**src/rtl/fdiv_period_meter_if.sv**
```systemverilog
// Result port of the period meter: valid/ready handshake plus period and status flags.
interface fdiv_period_meter_if #(
    parameter int CNT_W = 8
);
    logic             meas_valid;
    logic             meas_ready;
    logic [CNT_W-1:0] meas_period;
    logic             meas_sat;
    logic             meas_missed;

    modport master (
        output meas_valid, meas_period, meas_sat, meas_missed,
        input  meas_ready
    );

    modport slave (
        input  meas_valid, meas_period, meas_sat, meas_missed,
        output meas_ready
    );
endinterface

```
**src/rtl/fdiv_period_meter.sv**
```systemverilog
// Counts clk cycles between rising edges of a divided clock and offers each period on a
// valid/ready port. Define FDIV_PERIOD_METER_LOCK_EN to build the lock detector.
module fdiv_period_meter #(
    parameter int CNT_W      = 8,
    parameter int EXP_PERIOD = 16,
    parameter int LOCK_TOL   = 0,
    parameter int LOCK_CNT   = 4
) (
    input  logic                 clk,
    input  logic                 rst,
    input  logic                 div_in_i,
    fdiv_period_meter_if.master  meas,
    output logic                 locked_o
);
    localparam logic [CNT_W-1:0] CNT_MAX = '1;
    localparam logic [CNT_W-1:0] CNT_ONE = {{(CNT_W-1){1'b0}}, 1'b1};

    if (CNT_W < 4 || CNT_W > 16 || LOCK_CNT < 1 || LOCK_CNT > 15 ||
        LOCK_TOL < 0 || EXP_PERIOD < 2) begin : g_bad_param
        $error("fdiv_period_meter: parameter out of range");
    end

    typedef enum logic [1:0] {ARM, RUN, HOLD} state_e;

    state_e           state_q, state_d;
    logic             s1_q, s2_q, s3_q;
    logic [CNT_W-1:0] cnt_q, cnt_d, cnt_inc;
    logic [CNT_W-1:0] period_q, period_d;
    logic             valid_q, valid_d, sat_q, sat_d, missed_q, missed_d;
    logic             rise, xfer, capture;

    assign rise    = s2_q & ~s3_q;
    assign xfer    = valid_q & meas.meas_ready;
    assign cnt_inc = (cnt_q == CNT_MAX) ? cnt_q : cnt_q + CNT_ONE;

    always_ff @(posedge clk or posedge rst) begin
        if (rst) begin
            s1_q     <= 1'b0;
            s2_q     <= 1'b0;
            s3_q     <= 1'b0;
            state_q  <= ARM;
            cnt_q    <= '0;
            period_q <= '0;
            valid_q  <= 1'b0;
            sat_q    <= 1'b0;
            missed_q <= 1'b0;
        end else begin
            s1_q     <= div_in_i;
            s2_q     <= s1_q;
            s3_q     <= s2_q;
            state_q  <= state_d;
            cnt_q    <= cnt_d;
            period_q <= period_d;
            valid_q  <= valid_d;
            sat_q    <= sat_d;
            missed_q <= missed_d;
        end
    end

    always_comb begin
        state_d  = state_q;
        cnt_d    = cnt_q;
        period_d = period_q;
        valid_d  = valid_q;
        sat_d    = sat_q;
        missed_d = missed_q;
        capture  = 1'b0;
        case (state_q)
            ARM: begin
                if (rise) begin
                    cnt_d   = CNT_ONE;
                    state_d = RUN;
                end
            end
            RUN: begin
                cnt_d = cnt_inc;
                if (rise) begin
                    cnt_d   = CNT_ONE;
                    capture = 1'b1;
                    valid_d = 1'b1;
                    state_d = HOLD;
                end
            end
            HOLD: begin
                cnt_d = cnt_inc;
                if (xfer) begin
                    valid_d  = 1'b0;
                    missed_d = 1'b0;
                    state_d  = RUN;
                end
                // A rise landing on the transfer edge refills the slot instead of being dropped
                if (rise) begin
                    cnt_d = CNT_ONE;
                    if (xfer) begin
                        capture = 1'b1;
                        valid_d = 1'b1;
                        state_d = HOLD;
                    end else begin
                        missed_d = 1'b1;
                    end
                end
            end
            default: state_d = ARM;
        endcase
        if (capture) begin
            period_d = cnt_q;
            sat_d    = (cnt_q == CNT_MAX);
        end
    end

    assign meas.meas_valid  = valid_q;
    assign meas.meas_period = period_q;
    assign meas.meas_sat    = sat_q;
    assign meas.meas_missed = missed_q;

`ifdef FDIV_PERIOD_METER_LOCK_EN
    logic        meas_evt, in_tol;
    logic [31:0] dev;
    logic [3:0]  run_q;
    logic        locked_q;

    // Dropped periods in HOLD are judged too, so lock tracks every edge seen
    assign meas_evt = rise & (state_q != ARM);
    assign dev      = (32'(cnt_q) >= 32'(EXP_PERIOD)) ? 32'(cnt_q) - 32'(EXP_PERIOD)
                                                      : 32'(EXP_PERIOD) - 32'(cnt_q);
    assign in_tol   = (cnt_q != CNT_MAX) && (dev <= 32'(LOCK_TOL));

    always_ff @(posedge clk or posedge rst) begin
        if (rst) begin
            run_q    <= '0;
            locked_q <= 1'b0;
        end else if (meas_evt) begin
            if (in_tol) begin
                if (run_q != 4'hf) run_q <= run_q + 4'd1;
                if (({1'b0, run_q} + 5'd1) >= 5'(LOCK_CNT)) locked_q <= 1'b1;
            end else begin
                run_q    <= '0;
                locked_q <= 1'b0;
            end
        end
    end

    assign locked_o = locked_q;
`else
    assign locked_o = 1'b0;
`endif
endmodule

```
**src/flat_wrapper.sv**
```systemverilog
// flat-port wrapper written by rule: the top's interface ports become plain ports
module fdiv_period_meter_flat 
#(
    parameter int CNT_W      = 8,
    parameter int EXP_PERIOD = 16,
    parameter int LOCK_TOL   = 0,
    parameter int LOCK_CNT   = 4
)
  (clk, rst, div_in_i, locked_o, meas_meas_valid, meas_meas_period, meas_meas_sat, meas_meas_missed, meas_meas_ready);
  fdiv_period_meter_if #(.CNT_W(CNT_W)) meas_i ();
  input  logic clk;
  input  logic rst;
  input  logic div_in_i;
  output logic locked_o;
  output wire logic [$bits(meas_i.meas_valid)-1:0] meas_meas_valid;
  output wire logic [$bits(meas_i.meas_period)-1:0] meas_meas_period;
  output wire logic [$bits(meas_i.meas_sat)-1:0] meas_meas_sat;
  output wire logic [$bits(meas_i.meas_missed)-1:0] meas_meas_missed;
  input wire logic [$bits(meas_i.meas_ready)-1:0] meas_meas_ready;
  assign meas_meas_valid = meas_i.meas_valid;
  assign meas_meas_period = meas_i.meas_period;
  assign meas_meas_sat = meas_i.meas_sat;
  assign meas_meas_missed = meas_i.meas_missed;
  assign meas_i.meas_ready = meas_meas_ready;
  fdiv_period_meter #(.CNT_W(CNT_W), .EXP_PERIOD(EXP_PERIOD), .LOCK_TOL(LOCK_TOL), .LOCK_CNT(LOCK_CNT)) u_core (.clk(clk), .rst(rst), .div_in_i(div_in_i), .meas(meas_i), .locked_o(locked_o));
endmodule
```
**config.mk**
```make
export PLATFORM = sky130hd
export DESIGN_NAME = fdiv_period_meter_flat
export DESIGN_NICKNAME = d
export VERILOG_FILES = /design/src/rtl/fdiv_period_meter_if.sv /design/src/rtl/fdiv_period_meter.sv /design/src/flat_wrapper.sv
export SDC_FILE = /design/constraint.sdc
export NUM_CORES = 1
export LEC_CHECK = 0
export ABC_AREA = 0
export CAP_MARGIN = 0
export CELL_PAD_IN_SITES_DETAIL_PLACEMENT = 1
export CELL_PAD_IN_SITES_GLOBAL_PLACEMENT = 1
export CORE_MARGIN = 2
export CORE_UTILIZATION = 38
export DETAILED_ROUTE_END_ITERATION = 6
export HOLD_SLACK_MARGIN = 0.06
export PLACE_DENSITY_LB_ADDON = 0.1
export SLEW_MARGIN = 15
export SYNTH_ARGS = -nofsm -noshare
export SYNTH_HDL_FRONTEND = slang
export SYNTH_SLANG_ARGS = --single-unit
```
**constraint.sdc**
```tcl
create_clock -name clk -period 1.85 [get_ports clk]
set_input_delay 0.185 -clock clk [delete_from_list [all_inputs] [get_ports clk]]
set_output_delay 0.185 -clock clk [all_outputs]
set_load 0.01 [all_outputs]
```
==> results.ini <==
[outcome]
run_status=finished, final reports clean

[routing]
drt_iter0_drc=28
num_vias=929
detail-route-antenna-nets=0
vias_per_cell=5.16
wl_mm=2.62
drt-wirelength-per-cell_um=14.5
drc=0
drt_first_pass_iters=3

[timing]
finalCritPeriodShare_pct=95.2
drv_slew=0
rsz0062_at_grt=no
hold_ws_ns=0.199
clock_skew_ns=0.00564
setup_slack_ns=0.0889
setup_viol=0
finalSetupTns_ns=0
fin_crit_ns=1.76
hold_violations=0
fmax_mhz=568

[pwr]
finalPower_mw=1.82
switchingPower_uw=668
combPwrFrac_pct=46.2
seqPwrFrac_pct=38.6
p_leak_nw=0.684
intPower_mw=1.16
max-vdd-ir-drop_uv=675
powerDensity_nw_per_um2=1230
clkPwrFrac_pct=15.2
swShare_pct=36.6

[floorplanning]
die-height_um=60.2
initial_core_util_pct=39.7
row_count=20
dieArea_um2=3630
ioPinCount=16
core_area_um2=3030
die_x_um=60.2

[layout]
instances_no_fill=180
nFillCells=341
utilization_pct=48.8
n_antenna_cell=0
syn_to_final_growth_pct=23.1
drive_gt1_share_pct=27.2
final_nets=146
postLayoutCellArea_um2=1480

[worst_setup_path]
crit_path_max_fanout=8
crit_type=flop to flop
cp-start-kind=flop
reg2reg_depth=5
crit_path_cell_trace=ha_1, nand3_1, nor3_1, a221o_2, a211o_1
arrival_ns=1.98
critical_path_depth=5
critPathMaxStageDelay_ns=0.45
worstSetupEndpointType=flop
path_delay_family=compound AO/OA/AOI/OAI gates
slowest_stage=a221o_2
worst-path-buf-inv=0
worstPathRequired_ns=2.07

[global_routing]
grt_max_degree=25
grt_usage_pct=16.9
antenna_found_initial=0
grt_overflow_total=0
first_global_vias=972
grt_pass1_wl_mm=4.46

[cts]
cts_setup_buffers=0
ctsRootBufferMaster=clkbuf_4
cts_made_buffers=3
numClockSinks=24
clockBufferDepth=2
cts_tree=yes
htree_levels=1
post_cts_resized=0
cts_hold_buf=0
worstSkewPairLatency_ns=0.32
clkTransAtPathRegs_ns=0.13

[synthesis]
yosys.area.top_type=dfrtp_1
synth-edff-count=0
ys.flop_type=dfrtp_1
yosys_register_bits=24
synth_commonest_cells=dfrtp_1 (24), nand2_1 (12), mux2_2 (9)
syn_nets=120
synth_warnings=0
synth_top_cell_area_share_pct=50.0
yosysMostFrequentCell=dfrtp_1
syn_area_um2=1200
ys_seq_area_share_pct=50.0
async_flop_share_pct=100
synth_area_leaders=dfrtp_1 (50%), mux2_2 (8.4%), ha_1 (5.2%)
ys_types=30
syn_inst=111
avgSynthCellArea_um2=10.8

[place]
placed_cells=176
place_ws_ns=0.0541
gp_congestion=0.797
portBuffers=14
dpl.hpwl_mm=1.88
placedInstanceArea_um2=1440

[flow_run]
drv_cap=0

[worst_hold_path]
hold_class=input pin to async pin

-- cell families after synthesis --
family	count (synthesis)	synth area share [%]
simple gates	37	16.5
compound gates	25	14.4
flops	24	50.0
mux	10	9.27
buf+inv	9	4.37
fa+ha+maj	5	5.21
other cells	1	0.312
-- area by class of cell --
| type | count | area, µm² | area share, % |
|---|---|---|---|
| Inverter | 6 | 22.5 | 1.52 |
| Sequential cell | 24 | 601 | 40.6 |
| Tap cell | 44 | 55.1 | 3.72 |
| Multi-Input combinational cell | 78 | 549 | 37.1 |
| Timing Repair Buffer | 24 | 215 | 14.6 |
| Clock buffer | 4 | 36.3 | 2.45 |
-- power groups by stage --
| stage | sequential (mW) | combinational, mW | clock [mW] |
|---|---|---|---|
| floorplan | 0.731 | 0.496 | 0 |
| global placement | 0.709 | 0.825 | 0 |
| detailed placement | 0.713 | 0.841 | 0 |
| CTS | 0.704 | 0.851 | 0.292 |
| global route | 0.721 | 0.945 | 0.307 |
| finish | 0.705 | 0.842 | 0.277 |
-- state kept, by name, indices dropped and copies added (netlist names) --
signal / flops
u_core.meas.meas_missed: 1
u_core.cnt_q: 8
u_core.s2_q: 1
u_core.meas.meas_period: 8
u_core.s1_q: 1
u_core.s3_q: 1
u_core.meas.meas_sat: 1
u_core.state_q: 2
u_core.meas.meas_valid: 1
-- layer usage --
layer	track usage [%]	vias to the layer above	share of wire, %
li1	-	447	-
met3	4.11	6	3.1
met1	23.5	461	50
met5	0	-	0
met4	5.71	0	1.6
met2	25.5	15	45
-- worst paths after layout --
| kind | startpoint | slack (ns) | to |
|---|---|---|---|
| max | u_core.cnt_q[0] | 0.09 | u_core.cnt_q[5] |
| max in group asynchronous | rst | 1.42 | u_core.meas.meas_period[6] |
| min reg2reg | u_core.s1_q | 0.37 | u_core.s2_q |
| min | rst | 0.20 | u_core.state_q[0] |
| min in group clk | div_in_i | 0.29 | u_core.s1_q |
| max reg2reg | u_core.cnt_q[0] | 0.09 | u_core.cnt_q[5] |
-- worst register-to-register path: stages (launching register included) --
cell	delay (ns)
dfrtp_1	0.44
ha_1	0.24
nand3_1	0.13
nor3_1	0.09
a221o_2	0.45
a211o_1	0.33
-- cell usage in the layout, fill, tap and decap left out --
master and count:
clkdlybuf4s50_1 14, ha_1 5, o2bb2ai_1 1, o221ai_1 1, nand3_1 6, a21oi_1 6
a22oi_1 1, clkbuf_8 1, buf_4 10, a211o_1 3, and2_4 1, nand2_1 12
o221a_2 1, nand2b_4 1, a21oi_2 1, inv_2 1, inv_1 5, clkbuf_4 3
mux2_2 9, nor2_1 2, and2b_2 1, nor3_1 6, nor4_1 2, a221o_2 1
mux2i_1 1, or2_2 2, conb_1 1, and3_2 3, o22a_2 2, o21ai_0 7
a31oi_1 1, nor2b_1 1, dfrtp_1 24
No activity file was read; power rests on OpenSTA's default activity.
